$ cat config.mk
export PLATFORM = sky130hd
export DESIGN_NAME = rptr_empty
export DESIGN_NICKNAME = d
export VERILOG_FILES = /design/src/rtl/rptr_empty.sv
export SDC_FILE = /design/constraint.sdc
export NUM_CORES = 1
export LEC_CHECK = 0
export ABC_AREA = 1
export ABC_CLOCK_PERIOD_IN_PS = 3800
export BUFFER_PORTS_ARGS = -buffer_cell sky130_fd_sc_hd__buf_2
export CAP_MARGIN = 15
export CORE_MARGIN = 5
export CORE_UTILIZATION = 52
export DETAILED_ROUTE_END_ITERATION = 12
export PLACE_DENSITY = 0.83
export SYNTH_ARGS = -nofsm -noshare
export SYNTH_HDL_FRONTEND = slang
export SYNTH_SLANG_ARGS = --single-unit
$ cat constraint.sdc
create_clock -name rd_clk -period 3.8 [get_ports rd_clk]
set_input_delay 0.19 -clock rd_clk [delete_from_list [all_inputs] [get_ports rd_clk]]
set_output_delay 0.19 -clock rd_clk [all_outputs]
set_load 0.01 [all_outputs]
$ cat src/rtl/rptr_empty.sv
// ============================================================================
// Module   : rptr_empty
// Purpose  : Read-side pointer, empty/almost-empty and level logic of an
//            asynchronous FIFO, with write-pointer synchronizer.
// Revision : 1.0
// ============================================================================
`default_nettype none

module rptr_empty #(
    parameter int add_size  = 4,
    parameter int ae_thresh = 1
) (
    input  logic                rd_clk,
    input  logic                rd_rst,
    input  logic                rd_inc,
    input  logic [add_size:0]   wr_ptr,
    output logic [add_size-1:0] rd_addr,
    output logic [add_size:0]   rd_ptr,
    output logic                empty,
    output logic                almost_empty,
    output logic [add_size:0]   rd_level,
    output logic                underflow
);

    localparam logic [add_size+1:0] C_AE_THRESH = (add_size+2)'(ae_thresh);

    logic [add_size:0] sync1_q;
    logic [add_size:0] wq2_ptr_q;
    logic [add_size:0] rbin_q,  rbin_d;
    logic [add_size:0] rd_ptr_q, rd_ptr_d;
    logic [add_size:0] level_q, level_d;
    logic              empty_q, empty_d;
    logic              ae_q,    ae_d;
    logic              uflow_q, uflow_d;
    logic [add_size:0] wq2_bin;
    logic              rd_en;

    // Gray-to-binary: each binary bit is the XOR of all Gray bits at or above it.
    for (genvar i = 0; i <= add_size; i++) begin : g_g2b
        assign wq2_bin[i] = ^(wq2_ptr_q >> i);
    end

    always_comb begin
        rd_en    = rd_inc & ~empty_q;
        rbin_d   = rbin_q + (add_size+1)'(rd_en);
        rd_ptr_d = (rbin_d >> 1) ^ rbin_d;
        level_d  = wq2_bin - rbin_d;
        empty_d  = (rd_ptr_d == wq2_ptr_q);
        // Empty implies level 0, so this also covers ae_thresh = 0.
        ae_d     = empty_d | ({1'b0, level_d} <= C_AE_THRESH);
        uflow_d  = uflow_q | (rd_inc & empty_q);
    end

    // Plain two-flop synchronizer; nothing may sit between the stages.
    always_ff @(posedge rd_clk or negedge rd_rst) begin
        if (!rd_rst) begin
            sync1_q   <= '0;
            wq2_ptr_q <= '0;
        end else begin
            sync1_q   <= wr_ptr;
            wq2_ptr_q <= sync1_q;
        end
    end

    always_ff @(posedge rd_clk or negedge rd_rst) begin
        if (!rd_rst) begin
            rbin_q   <= '0;
            rd_ptr_q <= '0;
            level_q  <= '0;
            empty_q  <= 1'b1;
            ae_q     <= 1'b1;
            uflow_q  <= 1'b0;
        end else begin
            rbin_q   <= rbin_d;
            rd_ptr_q <= rd_ptr_d;
            level_q  <= level_d;
            empty_q  <= empty_d;
            ae_q     <= ae_d;
            uflow_q  <= uflow_d;
        end
    end

    assign rd_addr      = rbin_q[add_size-1:0];
    assign rd_ptr       = rd_ptr_q;
    assign empty        = empty_q;
    assign almost_empty = ae_q;
    assign rd_level     = level_q;
    assign underflow    = uflow_q;

endmodule

`default_nettype wire

==> results.cfg, run 1 <==
[place]
port_buffers = 24
dpl.hpwl_mm = 1.61
pre_cts_ws_ns = 1.41
dp_cells = 175
place_congestion = 0.870

[yosys]
synth-adder-area-share_pct = 5.02
synthXorXnorAreaFrac_pct = 13.1
ys_types = 19
synth_seq_area_share_pct = 54.4
yosys.area_share.simple_pct = 19.1
yosys_warnings = 0
syn_inst = 124
synth_top_family_by_area = simple AND/OR/NAND/NOR gates
avgSynthCellArea_um2 = 10.1
ys_ff_latch = 27
synth_compound_area_share_pct = 1.20
synthMuxAreaShare_pct = 0
syn_nets = 137
synth_area_um2 = 1250

[power]
power_mw = 1.23
p_leak_nw = 0.819
peakVddDrop_uv = 435
powerDensity_nw_per_um2 = 828

[detailed_routing]
ant_nets = 0
drc = 0
vias_per_cell = 4.74
vias = 876
drtIter0Drc = 41
wl_per_cell_um = 11.2
routed_wl_mm = 2.06
dr.pass1.iters = 4

[grt]
grt_util_met3_pct = 2.40
met2_usage_pct = 24.0
grt_pass1_wl_mm = 3.71
grt_pass1_vias = 842
grt_usage_pct = 14.4
overflow = 0
grt_max_degree = 28
grt_util_met1_pct = 17.7
grt.busiest_layer = met2
antenna_found_initial = 0

[setup_path]
critPathMaxFanout = 4
critPathMaxStageDelay_ns = 0.56
crit_top_cell = nand2_1
criticalPathCategory = flop to flop
path_delay_family = adder cells
worstReg2RegStart = empty
worstPathArrival_ns = 2.68
crit_buf_inv = 2
path_cells = nor2_1 -> ha_1 -> ha_1 -> inv_1 -> nand2_1 -> and2_1 -> ha_1 -> inv_1 -> nor2_1 -> nand3_1 -> nand2_1 -> nand2_1 -> nand2_1 -> nand3_1 -> nand2_1
critical_path_required_ns = 4.08
r2r_slack_ns = 1.39
start_kind = flop
end_kind = flop
slowest_stage = dfstp_2
r2r-end = almost_empty
rr_worst_depth = 15

[sta]
setup_viol = 0
finalSetupTns_ns = 0
finalCritPeriodShare_pct = 63.3
rsz0062_at_grt = false
worstMarginPinSlew_ns = 0.569
fin_crit_ns = 2.41
fin_skew_ns = 0.00346
final-max-slew-violation-count = 0
max_freq_ghz = 0.415
slew_headroom_pct = 62.1
hold_viol_final = 0
final.setup.worst_slack_ns = 1.39

[clock_network]
cts_made_buffers = 3
clock_latency_ns = 0.32
clkTransAtPathRegs_ns = 0.13
clock_path_buffers = 2
clock_sinks = 27
cts-root-buf = clkbuf_4
htree_num_levels = 1
cts-resized-gates = 0
tritoncts = built

[die]
core-area_um2 = 2250
ios = 25
rows = 17
die_w_um = 59.0
die_area_um2 = 3480
initial_core_util_pct = 55.3
die_h_um = 59.0

[layout]
area_growth_pct = 18.9
final_cell_mix = nand2_1, dfrtp_1, buf_2, inv_1, nand3_1
multiInputGateArea_um2 = 479
layout-drive-gt1-share_pct = 22.9
fin_cells = 185
seq_area_um2 = 678
nFillCells = 189
final_common_cell = nand2_1
nets = 171
diodes = 0

[status]
run_status = completed

[hold_path]
hold_start = rd_inc
hold_end = underflow
whs_path_depth = 2
hold_class = primary input to flop

[run]
cap_violations = 0
-- cell type report --
cell class	count	share of cell area (%)
flip-flops and latches	27	45.7
multi-input cells	74	32.3
repair buffers	30	12.2
inverters	22	5.57
well taps	28	2.36
clock buffers	3	1.52
clock inverters	1	0.338
-- registers in the layout (all words and copies together), names as in the netlist --
signal	flops
rbin_q	5
rd_level	5
sync1_q	5
wq2_ptr_q	5
rd_ptr	4
almost_empty	1
empty	1
underflow	1
-- metal layers --
metal	part of all wire [%]	vias up
li1	-	441
met1	43	398
met2	48	32
met3	6.3	5
met4	2.6	0
met5	0	-
-- per-stage QoR --
stage                     instance area [um2]  hold WS [ns]  utilization, %
after floorplan                          1250        -0.106               -
after global placement                   1400         0.207            61.9
after detailed placement                 1400         0.224            61.9
after CTS                                1480        0.0592            65.8
after global routing                     1480        0.0571            65.8
final                                    1480        0.0734            65.8
-- how the worst max path moves through the flow --
stage	from	slack, ns	end	cells past startpoint
after floorplan	empty	1.53	almost_empty	16
final	empty	1.39	almost_empty	15
after global routing	empty	1.15	almost_empty	16
after global placement	empty	1.48	almost_empty	15
after CTS	empty	1.38	almost_empty	15
after detailed placement	empty	1.41	almost_empty	16
-- logic make-up (layout without fill, tap and decap cells) --
| kind of cell | count (synthesis) | after routing |
|---|---|---|
| AND/OR/NAND/NOR | 53 | 53 |
| AO/OA/AOI/OAI | 2 | 2 |
| buffers and inverters | 23 | 56 |
| XOR/XNOR | 14 | 14 |
| adder cells (fa/ha/maj) | 5 | 5 |
| flip-flops | 27 | 27 |
-- Yosys cell counts --
library cell	n	share of area, %
a21boi_0	1	0.60
nand4_1	3	1.5
xor2_2	2	2.6
buf_4	1	0.60
dfstp_2	2	4.2
xnor2_4	1	2.2
nand2_2	1	0.50
inv_1	22	6.6
xnor2_2	1	1.3
xor2_1	8	5.6
ha_1	5	5.0
dfrtp_1	25	50
nand2_1	32	9.6
a21o_1	1	0.60
and2_1	1	0.50
nand3_4	1	1.4
nor2_1	5	1.5
xnor2_1	2	1.4
nand3_1	10	4.0
-- worst reg2reg max path, cell delays in order, from the launching register on --
cell and delay, ns:
dfstp_2 0.56, nor2_1 0.05, ha_1 0.22, ha_1 0.25
inv_1 0.07, nand2_1 0.04, and2_1 0.24, ha_1 0.36
inv_1 0.07, nor2_1 0.08, nand3_1 0.09, nand2_1 0.08
nand2_1 0.04, nand2_1 0.07, nand3_1 0.07, nand2_1 0.06
-- power breakdown --
group	switching [mW]	internal [mW]	total, mW	leakage (nW)
logic	0.390	0.272	0.662	0.487
clock network	0.0799	0.0395	0.119	0.0177
registers	0.0554	0.390	0.446	0.314
total	0.526	0.701	1.23	0.819
-- timing repair --
action	4_1_cts	5_1_grt
hold buffers	6	0
hold endpoints to repair	30	0
setup buffers	0	0
Note: power is estimated with default switching activity, not from simulation.
==> run 2, diff against run 1 <==
--- a/config.mk
+++ b/config.mk
@@ -6,7 +6,7 @@
 export NUM_CORES = 1
 export LEC_CHECK = 0
 export ABC_AREA = 1
-export ABC_CLOCK_PERIOD_IN_PS = 3800
+export ABC_CLOCK_PERIOD_IN_PS = 2400
 export BUFFER_PORTS_ARGS = -buffer_cell sky130_fd_sc_hd__buf_2
 export CAP_MARGIN = 15
 export CORE_MARGIN = 5
==> constraint.sdc (replaced) <==
create_clock -name rd_clk -period 2.4 [get_ports rd_clk]
set_input_delay 0.12 -clock rd_clk [delete_from_list [all_inputs] [get_ports rd_clk]]
set_output_delay 0.12 -clock rd_clk [all_outputs]
set_load 0.01 [all_outputs]
==> run 2 against run 1 <==
Clock power increased by 57%; register-to-register slack got worse by 1.2 ns; clock-buffer cell count grew 1; sequential share of layout area down 2.2 points; fmax rose by 10%; setup slack worse by 1.2 ns; core utilization up 3.4 points; clock skew grew 0.010 ns; power is 68% higher; sequential power is 58% higher; wire length is 9.8% higher.
==> results.cfg, run 2 (synthesized netlist as in run 1, its figures left out) <==
[status]
run_status = completed

[layout]
area_growth_pct = 25.0
diodes = 0
final_cell_mix = nand2_1, dfrtp_1, buf_2, inv_1, nand3_1
layout-drive-gt1-share_pct = 28.8
final_common_cell = nand2_1
nets = 177
fin_cells = 191
stdcell_area_um2 = 1560
final_util_pct = 69.1

[die]
core-area_um2 = 2250
die_h_um = 59.0
ios = 25
die_w_um = 59.0
initial_core_util_pct = 55.3
die_area_um2 = 3480
rows = 17

[power]
peakVddDrop_uv = 765
p_sw_share_pct = 42.1
p_int_mw = 1.20
power_switching_mw = 0.870
p_leak_nw = 0.846
p_clk_share_pct = 9.1
powerDensity_nw_per_um2 = 1320
power_frac_comb_pct = 56.8
power_frac_seq_pct = 34.2

[grt]
grt_pass1_vias = 912
met2_usage_pct = 24.9
grt_max_degree = 28
grt.busiest_layer = met2
grt_util_met1_pct = 18.1
overflow = 0
antenna_found_initial = 0
grt_util_met3_pct = 2.40
grt_usage_pct = 14.3
grt_pass1_wl_mm = 3.81

[sta]
final-max-slew-violation-count = 0
worstMarginPinSlew_ns = 0.568
finalSetupTns_ns = 0
hold_viol_final = 0
fin_crit_ns = 2.19
rsz0062_at_grt = false
whs_ns = 0.0173
fin_skew_ns = 0.0136
finalCritPeriodShare_pct = 91.2
setup_viol = 0
max_freq_ghz = 0.457
slew_headroom_pct = 62.2

[setup_path]
crit_buf_inv = 3
startpoint = empty
worstPathArrival_ns = 2.46
worstReg2RegStart = empty
rr_worst_depth = 16
path_delay_family = adder cells
r2r_slack_ns = 0.21
critPathMaxFanout = 4
cp.depth = 16
crit_top_cell = nand2_1
r2r-end = almost_empty
slowest_stage = dfstp_2
critPathMaxStageDelay_ns = 0.56
criticalPathCategory = flop to flop
critical_path_required_ns = 2.67
path_cells = nor2_1 -> ha_2 -> ha_2 -> buf_4 -> nand2_1 -> nand2_1 -> inv_1 -> ha_1 -> inv_1 -> nand2_1 -> nand2_1 -> nand2_1 -> nand2_1 -> nand2_1 -> nand3_1 -> nand2_1
end_kind = flop
endpoint = almost_empty
start_kind = flop

[clock_network]
cts_made_buffers = 3
clock_path_buffers = 2
clock_latency_ns = 0.31
cts-root-buf = clkbuf_4
tritoncts = built
clock_sinks = 27
clkTransAtPathRegs_ns = 0.14
htree_num_levels = 1

[place]
dpl.hpwl_mm = 1.63
place_congestion = 0.909
placed_area_um2 = 1420
port_buffers = 24
dp_cells = 178

[detailed_routing]
vias = 893
wl_per_cell_um = 11.9
drc = 0
drtIter0Drc = 18
routed_wl_mm = 2.27
dr.pass1.iters = 4
vias_per_cell = 4.68
ant_nets = 0

[hold_path]
hold_start = rd_inc
hold_class = primary input to flop

[run]
cap_violations = 0
==> run 2: worst reg2reg max path, stage by stage (launching register included) <==
cell	delay, ns
dfstp_2	0.56
nor2_1	0.04
ha_2	0.18
ha_2	0.33
buf_4	0.12
nand2_1	0.06
nand2_1	0.06
inv_1	0.04
ha_1	0.18
inv_1	0.07
nand2_1	0.06
nand2_1	0.10
nand2_1	0.06
nand2_1	0.07
nand2_1	0.07
nand3_1	0.08
nand2_1	0.05
==> run 2: what timing repair did <==
action,CTS,global route
hold buffers,6,0
buffers inserted,0,3
endpoints found under the setup margin,0,3
endpoints found under the hold margin,30,0
resized for setup,0,6
==> run 2: worst min path at each step <==
stage	end	slack (ns)	depth (start not counted)
final	underflow	0.02	2
after global routing	underflow	0.008	2
after CTS	underflow	0.02	2
after detailed placement	rd_level[0]	0.15	1
after global placement	rd_level[0]	0.14	1
after floorplan	rbin_q[0]	-0.18	0
==> run 2: per-layer routing <==
metal / up-vias / part of all wire, %
met3: 2 / 5.3
met4: 0 / 0.75
li1: 450 / -
met2: 19 / 53
met1: 422 / 41
met5: - / 0
==> run 2: cell type report <==
class                   instances  area, um2
clock buffers                   4       26.3
fillers                       181        696
inverters                      22       82.6
multi-input cells              74        512
flip-flops and latches         27        678
well taps                      28       35.0
repair buffers                 36        225
==> run 2: power groups by stage <==
stage               clock (mW)  combinational [mW]  sequential [mW]
finish                   0.187                1.17            0.706
global route             0.215                1.32            0.728
CTS                      0.195                1.13            0.710
detailed placement           0                1.11            0.720
global placement             0                1.09            0.708
floorplan                    0               0.703            0.790
==> run 2: stage by stage <==
| stage | total power [mW] | setup slack [ns] |
|---|---|---|
| floorplan | 1.49 | 0.125 |
| global placement | 1.80 | 0.183 |
| detailed placement | 1.83 | 0.118 |
| CTS | 2.04 | 0.0739 |
| global route | 2.26 | 0.0124 |
| finish | 2.07 | 0.211 |
==> run 3, diff against run 2 <==
--- a/config.mk
+++ b/config.mk
@@ -5,7 +5,6 @@
 export SDC_FILE = /design/constraint.sdc
 export NUM_CORES = 1
 export LEC_CHECK = 0
-export ABC_AREA = 1
 export ABC_CLOCK_PERIOD_IN_PS = 2400
 export BUFFER_PORTS_ARGS = -buffer_cell sky130_fd_sc_hd__buf_2
 export CAP_MARGIN = 15
==> run 3 against run 2 <==
The flow now finishes with violations (setup timing); critical path type unchanged; critical path depth down 4; largest cell class unchanged; non-clock buffer count up 21; largest power group unchanged; combinational power up 44%; critical endpoint is now rd_level[4].
==> results.cfg, run 3 <==
[clock_network]
clock_path_buffers = 2
cts_made_buffers = 3
cts-resized-gates = 0
cts-root-buf = clkbuf_4
clkTransAtPathRegs_ns = 0.14
htree_num_levels = 1
clock_latency_ns = 0.31
tritoncts = built
clock_sinks = 27

[sta]
whs_ns = 0.0194
finalSetupTns_ns = -0.889
worstMarginPinSlew_ns = 0.566
fin_crit_ns = 2.87
finalCritPeriodShare_pct = 120
max_freq_ghz = 0.348
fin_skew_ns = 0.00339
final.setup.worst_slack_ns = -0.471
hold_viol_final = 0
slew_headroom_pct = 62.3
final-max-slew-violation-count = 0
setup_viol = 2
rsz0062_at_grt = true

[yosys]
ys_types = 32
synth_largest_area_cell = dfrtp_1
syn_inst = 100
netlist_top_cells_area = dfrtp_1, xnor2_1, xor2_1
syn_nets = 113
synth_seq_area_share_pct = 54.0
synth_top_flop_cell = dfrtp_1
netlist_top_cells_count = dfrtp_1, xnor2_1, xor2_1, inv_1
async_flop_share_pct = 100
ys_ff_latch = 27
yosysTopAreaCellShare_pct = 49.9
avgSynthCellArea_um2 = 12.5
synth_edf_count = 0
yosys_warnings = 0
synth_area_um2 = 1250
synth.most_common_cell = dfrtp_1

[status]
run_status = complete, but fails checks
violations = setup timing

[detailed_routing]
drtIter0Drc = 23
routed_wl_mm = 2.55
vias_per_cell = 5.03
dr.pass1.iters = 4
drc = 0
ant_nets = 0
wl_per_cell_um = 13.6
vias = 945

[setup_path]
worstPathArrival_ns = 3.08
path_delay_family = simple AND/OR/NAND/NOR gates
critical_path_required_ns = 2.61
crit_top_cell = ha_4
crit_buf_inv = 1
startpoint = empty
criticalPathCategory = flop to flop
critPathMaxStageDelay_ns = 0.55
worstReg2RegStart = empty
start_kind = flop
slowest_stage = dfstp_2
critPathMaxFanout = 2
end_kind = flop
path_cells = nor2b_1 -> ha_2 -> ha_4 -> xor2_4 -> inv_2 -> ha_4 -> or4bb_1 -> o21ai_2 -> a32oi_1 -> a211o_1 -> and3_4 -> or2_1

[place]
dpl.hpwl_mm = 1.99
place_congestion = 0.841
dp_cells = 176
port_buffers = 24

[die]
die_area_um2 = 3500
rows = 17
die_w_um = 59.1
ios = 25
initial_core_util_pct = 55.7
core-area_um2 = 2250
die_h_um = 59.1

[hold_path]
hold_class = primary input to flop
hold_start = rd_inc

[layout]
nets = 174
fin_cells = 188
layout-drive-gt1-share_pct = 43.8
final_common_cell = buf_4
diodes = 0
final_cell_mix = buf_4, dfrtp_1, buf_2, xnor2_1, xor2_1
area_growth_pct = 39.9

[power]
powerDensity_nw_per_um2 = 1470
p_leak_nw = 0.847
peakVddDrop_uv = 1420
power_mw = 2.58

[grt]
grt_pass1_vias = 983
grt_pass1_wl_mm = 4.37
grt_max_degree = 28
grt_usage_pct = 16.5
antenna_found_initial = 0
overflow = 0

[run]
cap_violations = 0
==> run 3: cell families after synthesis <==
kind of cell    after synthesis  synth area share, %
compound gates               17                 9.47
simple gates                 17                 7.48
flops                        27                 54.0
buf+inv                       9                 2.69
mux                           2                 2.09
xor+xnor                     23                 19.2
fa+ha+maj                     5                 4.99
==> run 3: worst reg2reg max path, cell delays in order (launching register included) <==
cell and delay [ns]:
dfstp_2 0.55, nor2b_1 0.05, ha_2 0.19, ha_4 0.18, xor2_4 0.14, inv_2 0.06
ha_4 0.26, or4bb_1 0.41, o21ai_2 0.17, a32oi_1 0.10, a211o_1 0.29, and3_4 0.18
or2_1 0.21
==> run 3: power breakdown <==
part	leakage (nW)	total [mW]	switching (mW)	internal, mW
clock	0.0150	0.190	0.125	0.0649
combinational	0.519	1.68	0.785	0.891
sequential	0.313	0.717	0.0931	0.624
==> run 3: area by class of cell <==
class | count | area, um2
Tap cell | 28 | 35.0
Multi-Input combinational cell | 64 | 603
Timing Repair Buffer | 57 | 383
Inverter | 8 | 30.0
Clock buffer | 4 | 26.3
Fill cell | 160 | 499
Sequential cell | 27 | 678
==> run 3: repair_timing <==
item                                    CTS  global route
setup buffers                             0             2
hold buffers                              6             0
pin swaps                                 1             1
hold endpoints to repair                 30             0
endpoints found under the setup margin    2             3
==> run 3: metrics by stage <==
stage,worst slack [ns],utilization [%],cell area [um2]
after floorplan,-0.557,-,1320
after global routing,-0.598,77.9,1760
after CTS,-0.489,77.2,1740
final,-0.471,77.9,1760
after detailed placement,-0.478,73.4,1650
after global placement,-0.399,73.4,1650
==> run 3: path summary, 6_finish.rpt <==
check | to | slack (ns) | cells after the start
worst max-delay path | rd_level[4] | -0.47 | 12
worst min-delay path | underflow | 0.02 | 2
worst max register to register | rd_level[4] | -0.47 | 12
worst min register to register | wq2_ptr_q[0] | 0.37 | 0
max in group asynchronous | empty | 1.72 | 2
min in group asynchronous | rbin_q[3] | 0.31 | 2
==> run 3: per-layer routing <==
metal / part of all wire (%) / routed length [um] / GRT usage (%)
met2: 51 / 1310 / 30.4
met5: 0 / 0 / 0
met4: 3.1 / 80 / 6.15
met3: 4.6 / 118 / 2.40
met1: 41 / 1050 / 19.0
